--- src/rtl/tube_scan_driver_pkg.sv ---
// tube_pkg: shared definitions for the seven-segment scan driver.
//  - 5-bit character code constants
//  - 7-bit segment patterns, ordered {a,b,c,d,e,f,g} (bit 6 = a), active-high
//  - 32-entry code -> segment table (codes 24..31 decode as blank)
package tube_pkg;

  localparam int CODE_W     = 5;
  localparam int NUM_DIGITS = 8;
  localparam int SEG_W      = 8;

  localparam logic [4:0] CH_DASH  = 5'd16;
  localparam logic [4:0] CH_BLANK = 5'd17;
  localparam logic [4:0] CH_P     = 5'd18;
  localparam logic [4:0] CH_L     = 5'd19;
  localparam logic [4:0] CH_H     = 5'd20;
  localparam logic [4:0] CH_U     = 5'd21;
  localparam logic [4:0] CH_R     = 5'd22;
  localparam logic [4:0] CH_N     = 5'd23;

  localparam logic [6:0] SEG_0     = 7'b1111110;
  localparam logic [6:0] SEG_1     = 7'b0110000;
  localparam logic [6:0] SEG_2     = 7'b1101101;
  localparam logic [6:0] SEG_3     = 7'b1111001;
  localparam logic [6:0] SEG_4     = 7'b0110011;
  localparam logic [6:0] SEG_5     = 7'b1011011;
  localparam logic [6:0] SEG_6     = 7'b1011111;
  localparam logic [6:0] SEG_7     = 7'b1110000;
  localparam logic [6:0] SEG_8     = 7'b1111111;
  localparam logic [6:0] SEG_9     = 7'b1111011;
  localparam logic [6:0] SEG_A     = 7'b1110111;
  localparam logic [6:0] SEG_B     = 7'b0011111;
  localparam logic [6:0] SEG_C     = 7'b1001110;
  localparam logic [6:0] SEG_D     = 7'b0111101;
  localparam logic [6:0] SEG_E     = 7'b1001111;
  localparam logic [6:0] SEG_F     = 7'b1000111;
  localparam logic [6:0] SEG_DASH  = 7'b0000001;
  localparam logic [6:0] SEG_BLANK = 7'b0000000;
  localparam logic [6:0] SEG_P     = 7'b1100111;
  localparam logic [6:0] SEG_L     = 7'b0001110;
  localparam logic [6:0] SEG_H     = 7'b0110111;
  localparam logic [6:0] SEG_U     = 7'b0111110;
  localparam logic [6:0] SEG_R     = 7'b0000101;
  localparam logic [6:0] SEG_N     = 7'b0010101;

  // Indexed directly by the 5-bit character code.
  localparam logic [6:0] SEG_TABLE [32] = '{
    SEG_0, SEG_1, SEG_2, SEG_3, SEG_4, SEG_5, SEG_6, SEG_7,
    SEG_8, SEG_9, SEG_A, SEG_B, SEG_C, SEG_D, SEG_E, SEG_F,
    SEG_DASH, SEG_BLANK, SEG_P, SEG_L, SEG_H, SEG_U, SEG_R, SEG_N,
    SEG_BLANK, SEG_BLANK, SEG_BLANK, SEG_BLANK,
    SEG_BLANK, SEG_BLANK, SEG_BLANK, SEG_BLANK
  };

endpackage

--- src/rtl/tube_scan_driver_if.sv ---
// tube_scan_driver_if: bundle between the Main control logic and the scan driver.
//  enable, char_codes, dot_mask, blink_mask : Main -> driver
//  tube_character_left/right, tube_switch   : driver -> display
//  master modport = Main side, slave modport = scan driver.
interface tube_scan_driver_if;
  logic        enable;
  logic [39:0] char_codes;
  logic [7:0]  dot_mask;
  logic [7:0]  blink_mask;
  logic [7:0]  tube_character_left;
  logic [7:0]  tube_character_right;
  logic [7:0]  tube_switch;

  modport master (
    output enable, char_codes, dot_mask, blink_mask,
    input  tube_character_left, tube_character_right, tube_switch
  );

  modport slave (
    input  enable, char_codes, dot_mask, blink_mask,
    output tube_character_left, tube_character_right, tube_switch
  );
endinterface

--- src/rtl/tube_scan_driver_seg_decode.sv ---
// tube_seg_decode: combinational 5-bit character code -> 7 segments {a..g}.
//  code_i : character code
//  seg_o  : segment pattern, active-high, no decimal point
module tube_seg_decode
  import tube_pkg::*;
(
  input  logic [4:0] code_i,
  output logic [6:0] seg_o
);

  assign seg_o = SEG_TABLE[code_i];

endmodule

--- src/rtl/tube_scan_driver.sv ---
// tube_scan_driver: time-multiplexed driver for an 8-digit seven-segment display
// built from two 4-digit groups. Phase p lights digit p on the left bus and digit
// p+4 on the right bus. Input data is shadow-latched once per frame so the display
// never tears, and the first DEAD_CYC cycles of every phase keep tube_switch low.
//  clk   : system clock, rising edge
//  rst_n : asynchronous active-low reset
//  bus   : slave side of tube_scan_driver_if (codes/masks/enable in, segments/switch out)
module tube_scan_driver
  import tube_pkg::*;
#(
  parameter int SCAN_DIV     = 100_000,
  parameter int DEAD_CYC     = 1_000,
  parameter int BLINK_FRAMES = 125
) (
  input  logic                clk,
  input  logic                rst_n,
  tube_scan_driver_if.slave   bus
);

  localparam int DIV_W = $clog2(SCAN_DIV);
  localparam int FRM_W = (BLINK_FRAMES > 1) ? $clog2(BLINK_FRAMES) : 1;

  localparam logic [DIV_W-1:0] DIV_LAST   = DIV_W'(SCAN_DIV - 1);
  localparam logic [DIV_W-1:0] DEAD_LIM   = DIV_W'(DEAD_CYC);
  localparam logic [FRM_W-1:0] FRM_LAST   = FRM_W'(BLINK_FRAMES - 1);
  localparam logic [1:0]       PHASE_0    = 2'd0;
  localparam logic [1:0]       PHASE_1    = 2'd1;
  localparam logic [1:0]       PHASE_2    = 2'd2;
  localparam logic [1:0]       PHASE_LAST = 2'd3;

  logic [DIV_W-1:0] div_cnt_q,   div_cnt_d;
  logic [1:0]       phase_q,     phase_d;
  logic [FRM_W-1:0] frame_cnt_q, frame_cnt_d;
  logic             blink_off_q, blink_off_d;
  logic [39:0]      sh_codes_q,  sh_codes_d;
  logic [7:0]       sh_dot_q,    sh_dot_d;
  logic [7:0]       sh_blink_q,  sh_blink_d;
  logic [7:0]       left_q,      left_d;
  logic [7:0]       right_q,     right_d;
  logic [7:0]       switch_q,    switch_d;

  logic [4:0] left_code_s,  right_code_s;
  logic       left_dot_s,   right_dot_s;
  logic       left_blk_s,   right_blk_s;
  logic [6:0] left_seg_s,   right_seg_s;
  logic       load_s;

  // Scan divider, phase, frame counter and blink half-period toggle.
  always_comb begin
    div_cnt_d   = div_cnt_q;
    phase_d     = phase_q;
    frame_cnt_d = frame_cnt_q;
    blink_off_d = blink_off_q;
    if (div_cnt_q == DIV_LAST) begin
      div_cnt_d = '0;
      phase_d   = phase_q + 2'd1;
      if (phase_q == PHASE_LAST) begin
        if (frame_cnt_q == FRM_LAST) begin
          frame_cnt_d = '0;
          blink_off_d = ~blink_off_q;
        end else begin
          frame_cnt_d = frame_cnt_q + FRM_W'(1);
        end
      end else begin
        frame_cnt_d = frame_cnt_q;
      end
    end else begin
      div_cnt_d = div_cnt_q + DIV_W'(1);
    end
  end

  // Shadow capture: only at the very first cycle of a frame, so a frame is
  // always drawn from one consistent snapshot.
  assign load_s = (div_cnt_q == '0) && (phase_q == PHASE_0);

  // Shadow register next-state.
  always_comb begin
    sh_codes_d = sh_codes_q;
    sh_dot_d   = sh_dot_q;
    sh_blink_d = sh_blink_q;
    if (load_s) begin
      sh_codes_d = bus.char_codes;
      sh_dot_d   = bus.dot_mask;
      sh_blink_d = bus.blink_mask;
    end else begin
      sh_codes_d = sh_codes_q;
    end
  end

  // Pick digit p for the left bus and digit p+4 for the right bus.
  always_comb begin
    left_code_s  = CH_BLANK;
    right_code_s = CH_BLANK;
    left_dot_s   = 1'b0;
    right_dot_s  = 1'b0;
    left_blk_s   = 1'b0;
    right_blk_s  = 1'b0;
    case (phase_q)
      PHASE_0: begin
        left_code_s  = sh_codes_q[39:35];
        right_code_s = sh_codes_q[19:15];
        left_dot_s   = sh_dot_q[7];
        right_dot_s  = sh_dot_q[3];
        left_blk_s   = sh_blink_q[7];
        right_blk_s  = sh_blink_q[3];
      end
      PHASE_1: begin
        left_code_s  = sh_codes_q[34:30];
        right_code_s = sh_codes_q[14:10];
        left_dot_s   = sh_dot_q[6];
        right_dot_s  = sh_dot_q[2];
        left_blk_s   = sh_blink_q[6];
        right_blk_s  = sh_blink_q[2];
      end
      PHASE_2: begin
        left_code_s  = sh_codes_q[29:25];
        right_code_s = sh_codes_q[9:5];
        left_dot_s   = sh_dot_q[5];
        right_dot_s  = sh_dot_q[1];
        left_blk_s   = sh_blink_q[5];
        right_blk_s  = sh_blink_q[1];
      end
      PHASE_LAST: begin
        left_code_s  = sh_codes_q[24:20];
        right_code_s = sh_codes_q[4:0];
        left_dot_s   = sh_dot_q[4];
        right_dot_s  = sh_dot_q[0];
        left_blk_s   = sh_blink_q[4];
        right_blk_s  = sh_blink_q[0];
      end
      default: begin
        left_code_s  = CH_BLANK;
        right_code_s = CH_BLANK;
      end
    endcase
  end

  tube_seg_decode u_dec_left (
    .code_i (left_code_s),
    .seg_o  (left_seg_s)
  );

  tube_seg_decode u_dec_right (
    .code_i (right_code_s),
    .seg_o  (right_seg_s)
  );

  // Output next-state: segments keep updating in dead time; only the digit
  // enables are gated. A blink-blanked digit keeps its enable for even duty.
  always_comb begin
    left_d   = {left_seg_s, left_dot_s};
    right_d  = {right_seg_s, right_dot_s};
    switch_d = 8'h00;
    if (left_blk_s && blink_off_q) begin
      left_d = 8'h00;
    end else begin
      left_d = {left_seg_s, left_dot_s};
    end
    if (right_blk_s && blink_off_q) begin
      right_d = 8'h00;
    end else begin
      right_d = {right_seg_s, right_dot_s};
    end
    if (!bus.enable || (div_cnt_q < DEAD_LIM)) begin
      switch_d = 8'h00;
    end else begin
      switch_d = (8'h80 >> phase_q) | (8'h08 >> phase_q);
    end
  end

  // State and output registers.
  always_ff @(posedge clk or negedge rst_n) begin
    if (!rst_n) begin
      div_cnt_q   <= '0;
      phase_q     <= PHASE_0;
      frame_cnt_q <= '0;
      blink_off_q <= 1'b0;
      sh_codes_q  <= {8{CH_BLANK}};
      sh_dot_q    <= 8'h00;
      sh_blink_q  <= 8'h00;
      left_q      <= 8'h00;
      right_q     <= 8'h00;
      switch_q    <= 8'h00;
    end else begin
      div_cnt_q   <= div_cnt_d;
      phase_q     <= phase_d;
      frame_cnt_q <= frame_cnt_d;
      blink_off_q <= blink_off_d;
      sh_codes_q  <= sh_codes_d;
      sh_dot_q    <= sh_dot_d;
      sh_blink_q  <= sh_blink_d;
      left_q      <= left_d;
      right_q     <= right_d;
      switch_q    <= switch_d;
    end
  end

  assign bus.tube_character_left  = left_q;
  assign bus.tube_character_right = right_q;
  assign bus.tube_switch          = switch_q;

endmodule
--- src/flat_wrapper.sv ---
// flat-port wrapper written by rule: the top's interface ports become plain ports
module tube_scan_driver_flat import tube_pkg::*;
#(
  parameter int SCAN_DIV     = 100_000,
  parameter int DEAD_CYC     = 1_000,
  parameter int BLINK_FRAMES = 125
)
  (clk, rst_n, bus_enable, bus_char_codes, bus_dot_mask, bus_blink_mask, bus_tube_character_left, bus_tube_character_right, bus_tube_switch);
  tube_scan_driver_if bus_i ();
  input  logic clk;
  input  logic rst_n;
  input wire logic [$bits(bus_i.enable)-1:0] bus_enable;
  input wire logic [$bits(bus_i.char_codes)-1:0] bus_char_codes;
  input wire logic [$bits(bus_i.dot_mask)-1:0] bus_dot_mask;
  input wire logic [$bits(bus_i.blink_mask)-1:0] bus_blink_mask;
  output wire logic [$bits(bus_i.tube_character_left)-1:0] bus_tube_character_left;
  output wire logic [$bits(bus_i.tube_character_right)-1:0] bus_tube_character_right;
  output wire logic [$bits(bus_i.tube_switch)-1:0] bus_tube_switch;
  assign bus_i.enable = bus_enable;
  assign bus_i.char_codes = bus_char_codes;
  assign bus_i.dot_mask = bus_dot_mask;
  assign bus_i.blink_mask = bus_blink_mask;
  assign bus_tube_character_left = bus_i.tube_character_left;
  assign bus_tube_character_right = bus_i.tube_character_right;
  assign bus_tube_switch = bus_i.tube_switch;
  tube_scan_driver #(.SCAN_DIV(SCAN_DIV), .DEAD_CYC(DEAD_CYC), .BLINK_FRAMES(BLINK_FRAMES)) u_core (.clk(clk), .rst_n(rst_n), .bus(bus_i));
endmodule
--- config.mk ---
export PLATFORM = sky130hd
export DESIGN_NAME = tube_scan_driver_flat
export DESIGN_NICKNAME = d
export VERILOG_FILES = /design/src/rtl/tube_scan_driver_pkg.sv /design/src/rtl/tube_scan_driver_if.sv /design/src/rtl/tube_scan_driver_seg_decode.sv /design/src/rtl/tube_scan_driver.sv /design/src/flat_wrapper.sv
export SDC_FILE = /design/constraint.sdc
export NUM_CORES = 1
export LEC_CHECK = 0
export CAP_MARGIN = 20
export CORE_MARGIN = 2
export CORE_UTILIZATION = 30
export CTS_CLUSTER_SIZE = 12
export DETAILED_ROUTE_END_ITERATION = 8
export PLACE_DENSITY_LB_ADDON = 0.12
export SETUP_SLACK_MARGIN = 0.02
export SYNTH_ARGS = -nofsm -noshare
export SYNTH_HDL_FRONTEND = slang
export SYNTH_SLANG_ARGS = --single-unit
--- constraint.sdc ---
create_clock -name clk -period 2.5 [get_ports clk]
set_clock_uncertainty 0.05 [all_clocks]
set_input_delay 0.375 -clock clk [delete_from_list [all_inputs] [get_ports clk]]
set_output_delay 0.375 -clock clk [all_outputs]
set_load 0.1 [all_outputs]
==> results.txt <==
Outcome: complete, no violations
Mapped Area: 5320 sq um
Yosys reg bits: 103
Chip Width: 137 microns
Post-Place Cells: 804
Nets@finish: 683
TritonCTS clock tree: done
Worst EP arrival: 2600 ps
Measured slew at the worst slew-check pin: 553 ps
Crit path kind: flip-flop to flip-flop
Commonest non-fill, non-tap cell in the layout: dfrtp_1
Post-route insts no fill: 828
Initial antenna violation count: 0
Top cell by count, worst path: buf_4
1st-pass router iterations: 4
# setup viols final: 0
Pin count of the biggest net entering global routing: 42
Antenna cells: 0
First-pass GRT wire length: 21.9 mm
Overall power: 0.00395 W
Setup crit end kind: flip-flop
CTS sink cnt: 103
Drt first-iter violations: 308
Max_cap viols: 0
Fmax: 0.413 GHz
Die Height: 137 microns
Core box area: 17300 sq um
GRT Total Usage: 0.154
Vias post-DR: 4033
Worst-Skew Late Latency: 360 ps
# DRC: 0
Vias per inst: 4.87
Routability cong.: 0.858
Crit start category: flip-flop
Worst-path clk slew: 70 ps
DP HPWL: 10.5 mm
Syn Nets: 563
Layout Area Growth over Synthesis: 34.2%
Avg WL per Cell: 17.1 microns
Worst rel slew slack: 0.631
Asr flop ratio synth: 1.00
ANT nets after route: 0
Unrepaired setup endpoints after global routing: true
Minimum clock period: 2420 ps
IO Pins: 83
H-tree levels: 3
Static leakage: 3.01 nW
Final WL: 14.2 mm
Fin Setup TNS: 0 ps
Final instance area: 7140 sq um
Std cell rows: 48
Mean area per synthesized cell: 11.1 sq um
Die Area: 18800 sq um
Clk buf depth: 2
Vias in the first global route: 4109
Ys Warns: 0
Post-synth EDFFs: 0
Post-synthesis sequential area ratio: 0.488
Max incr delay on CP: 460 ps
CTS buffer count: 9
Slowest stage cell on the critical path: dfrtp_1
Fin. max-slew vios: 0
Setup WS post-layout: 78.1 ps
CP cell instances: ha_4 -> buf_4 -> a22o_1 -> o31a_1 -> clkinvlp_4 -> buf_4 -> mux2_2 -> nand3_1 -> a31oi_1
Post-synth cell types: 53
Class of the worst hold path: flip-flop to flip-flop
Starting Density: 0.308
Ys flop type: dfrtp_1
Crit path max fanout: 10
Synthesized instance count: 478
Hold Fails Final Rpt: 0
Most frequent cells in the layout: 86 x dfrtp_1, 66 x buf_4, 59 x mux2_2
Period Utilization, post-route: 0.969
Power Density: 553 nW/um^2
Root Buffer: clkbuf_16
Placed instance area: 6610 sq um
Layout cells sized above 1: 0.325
WP data required: 2680 ps
Maximum vdd ir drop: 0.369 mV
PortBufs: 82
Pre-CTS setup slack: -39.3 ps
Global route overflow: 0
==> synthesized netlist by cell type (3+ instances only) <==
| cell | count | share of area |
|---|---|---|
| nor2_1 | 36 | 0.025 |
| dfstp_2 | 16 | 0.079 |
| dfrtp_1 | 87 | 0.41 |
| o2111ai_1 | 3 | 0.0049 |
| buf_6 | 4 | 0.0085 |
| buf_2 | 5 | 0.0047 |
| or3_1 | 5 | 0.0059 |
| nand4_1 | 6 | 0.0071 |
| a22o_1 | 6 | 0.0099 |
| nor3_1 | 13 | 0.012 |
| o21a_1 | 3 | 0.0042 |
| nor4_1 | 3 | 0.0035 |
| a22oi_1 | 5 | 0.0071 |
| xnor2_1 | 14 | 0.023 |
| nand2_1 | 31 | 0.022 |
| nand3_1 | 9 | 0.0085 |
| a21oi_1 | 26 | 0.024 |
| clkbuf_1 | 9 | 0.0064 |
| a31oi_1 | 7 | 0.0082 |
| o21ai_0 | 10 | 0.0094 |
| inv_1 | 22 | 0.016 |
| buf_4 | 5 | 0.0071 |
| a222oi_1 | 8 | 0.015 |
| nor2b_1 | 5 | 0.0059 |
| mux2i_1 | 5 | 0.0094 |
| nand2b_1 | 5 | 0.0059 |
| ha_1 | 26 | 0.061 |
| mux2_2 | 60 | 0.13 |
| o32ai_1 | 3 | 0.0049 |
| and3_1 | 4 | 0.0047 |
| xor2_1 | 8 | 0.013 |
==> routing by layer <==
layer  up-vias  global-route usage  part of all wire
li1       1955                   -                 -
met1      1998               0.199              0.47
met2        73               0.255              0.48
met3         7              0.0359             0.039
met4         0              0.0464            0.0055
met5         -                   0                 0
==> worst max-delay path, delay by kind of cell, from the launching register on <==
family / cells / cell delay, ps
simple gates: 1 / 90
buf+inv: 3 / 430
compound gates: 3 / 720
fa+ha+maj: 1 / 220
mux: 1 / 320
flops: 1 / 460
==> flip-flops by register name, indices dropped and copies added, names as in the netlist <==
register and count:
u_core.sh_dot_q 8, u_core.phase_q 2, u_core.bus.tube_character_left 8, u_core.blink_off_q 1, u_core.div_cnt_q 17, u_core.sh_codes_q 40, u_core.sh_blink_q 8, u_core.bus.tube_switch 4
u_core.bus.tube_character_right 8, u_core.frame_cnt_q 7
==> power by group <==
| part | internal [W] | switching (W) | total, W |
|---|---|---|---|
| registers | 0.00175 | 0.0000434 | 0.00179 |
| clock network | 0.000892 | 0.000658 | 0.00155 |
| logic | 0.000239 | 0.000367 | 0.000606 |
| total | 0.00288 | 0.00107 | 0.00395 |
==> cell families after synthesis <==
| logic type | after synthesis | synth area share |
|---|---|---|
| AO/OA/AOI/OAI | 88 | 0.115 |
| multiplexers | 66 | 0.139 |
| buffers and inverters | 46 | 0.0428 |
| XOR/XNOR | 22 | 0.0362 |
| AND/OR/NAND/NOR | 127 | 0.117 |
| flip-flops | 103 | 0.488 |
| adder cells (fa/ha/maj) | 26 | 0.0612 |
==> area by class of cell <==
type                       count  area, sq um
clock buffer                   9          225
timing repair buffer         132         1220
inverter                      23         90.1
tap                          225          282
clock inverter                 7          103
multi-input combinational    329         2620
sequential                   103         2600
fill                        1673        10200
==> worst paths after layout <==
path	startpoint	to	slack [ps]	depth (start not counted)
hold / removal	u_core.div_cnt_q[13]$_DFF_PN0_	u_core.div_cnt_q[13]$_DFF_PN0_	440	1
setup / recovery	u_core.phase_q[1]$_DFFE_PN0N_	u_core.bus.tube_character_right[4]$_DFF_PN0_	80	9
hold reg to reg	u_core.div_cnt_q[13]$_DFF_PN0_	u_core.div_cnt_q[13]$_DFF_PN0_	440	1
min in group asynchronous	rst_n	u_core.sh_dot_q[5]$_DFFE_PN0P_	500	2
max in group asynchronous	rst_n	u_core.sh_codes_q[0]$_DFFE_PN1P_	1240	3
setup reg to reg	u_core.phase_q[1]$_DFFE_PN0N_	u_core.bus.tube_character_right[4]$_DFF_PN0_	80	9
==> per-stage QoR <==
step,hold slack (ps),utilization
6_report,436,0.413
5_1_grt,458,0.413
4_1_cts,440,0.402
3_5_place_dp,348,0.382
3_3_place_gp,348,0.382
2_1_floorplan,29.4,-
==> repair_timing <==
item / in CTS / in global routing
resized for setup: 3 / 26
setup buffers: 0 / 6
endpoints found under the hold margin: 33 / 0
setup endpoints to repair: 4 / 54
pin swaps: 0 / 11
gates cloned: 0 / 1
hold buffers: 1 / 0
Note: power is estimated with default switching activity, not from simulation.
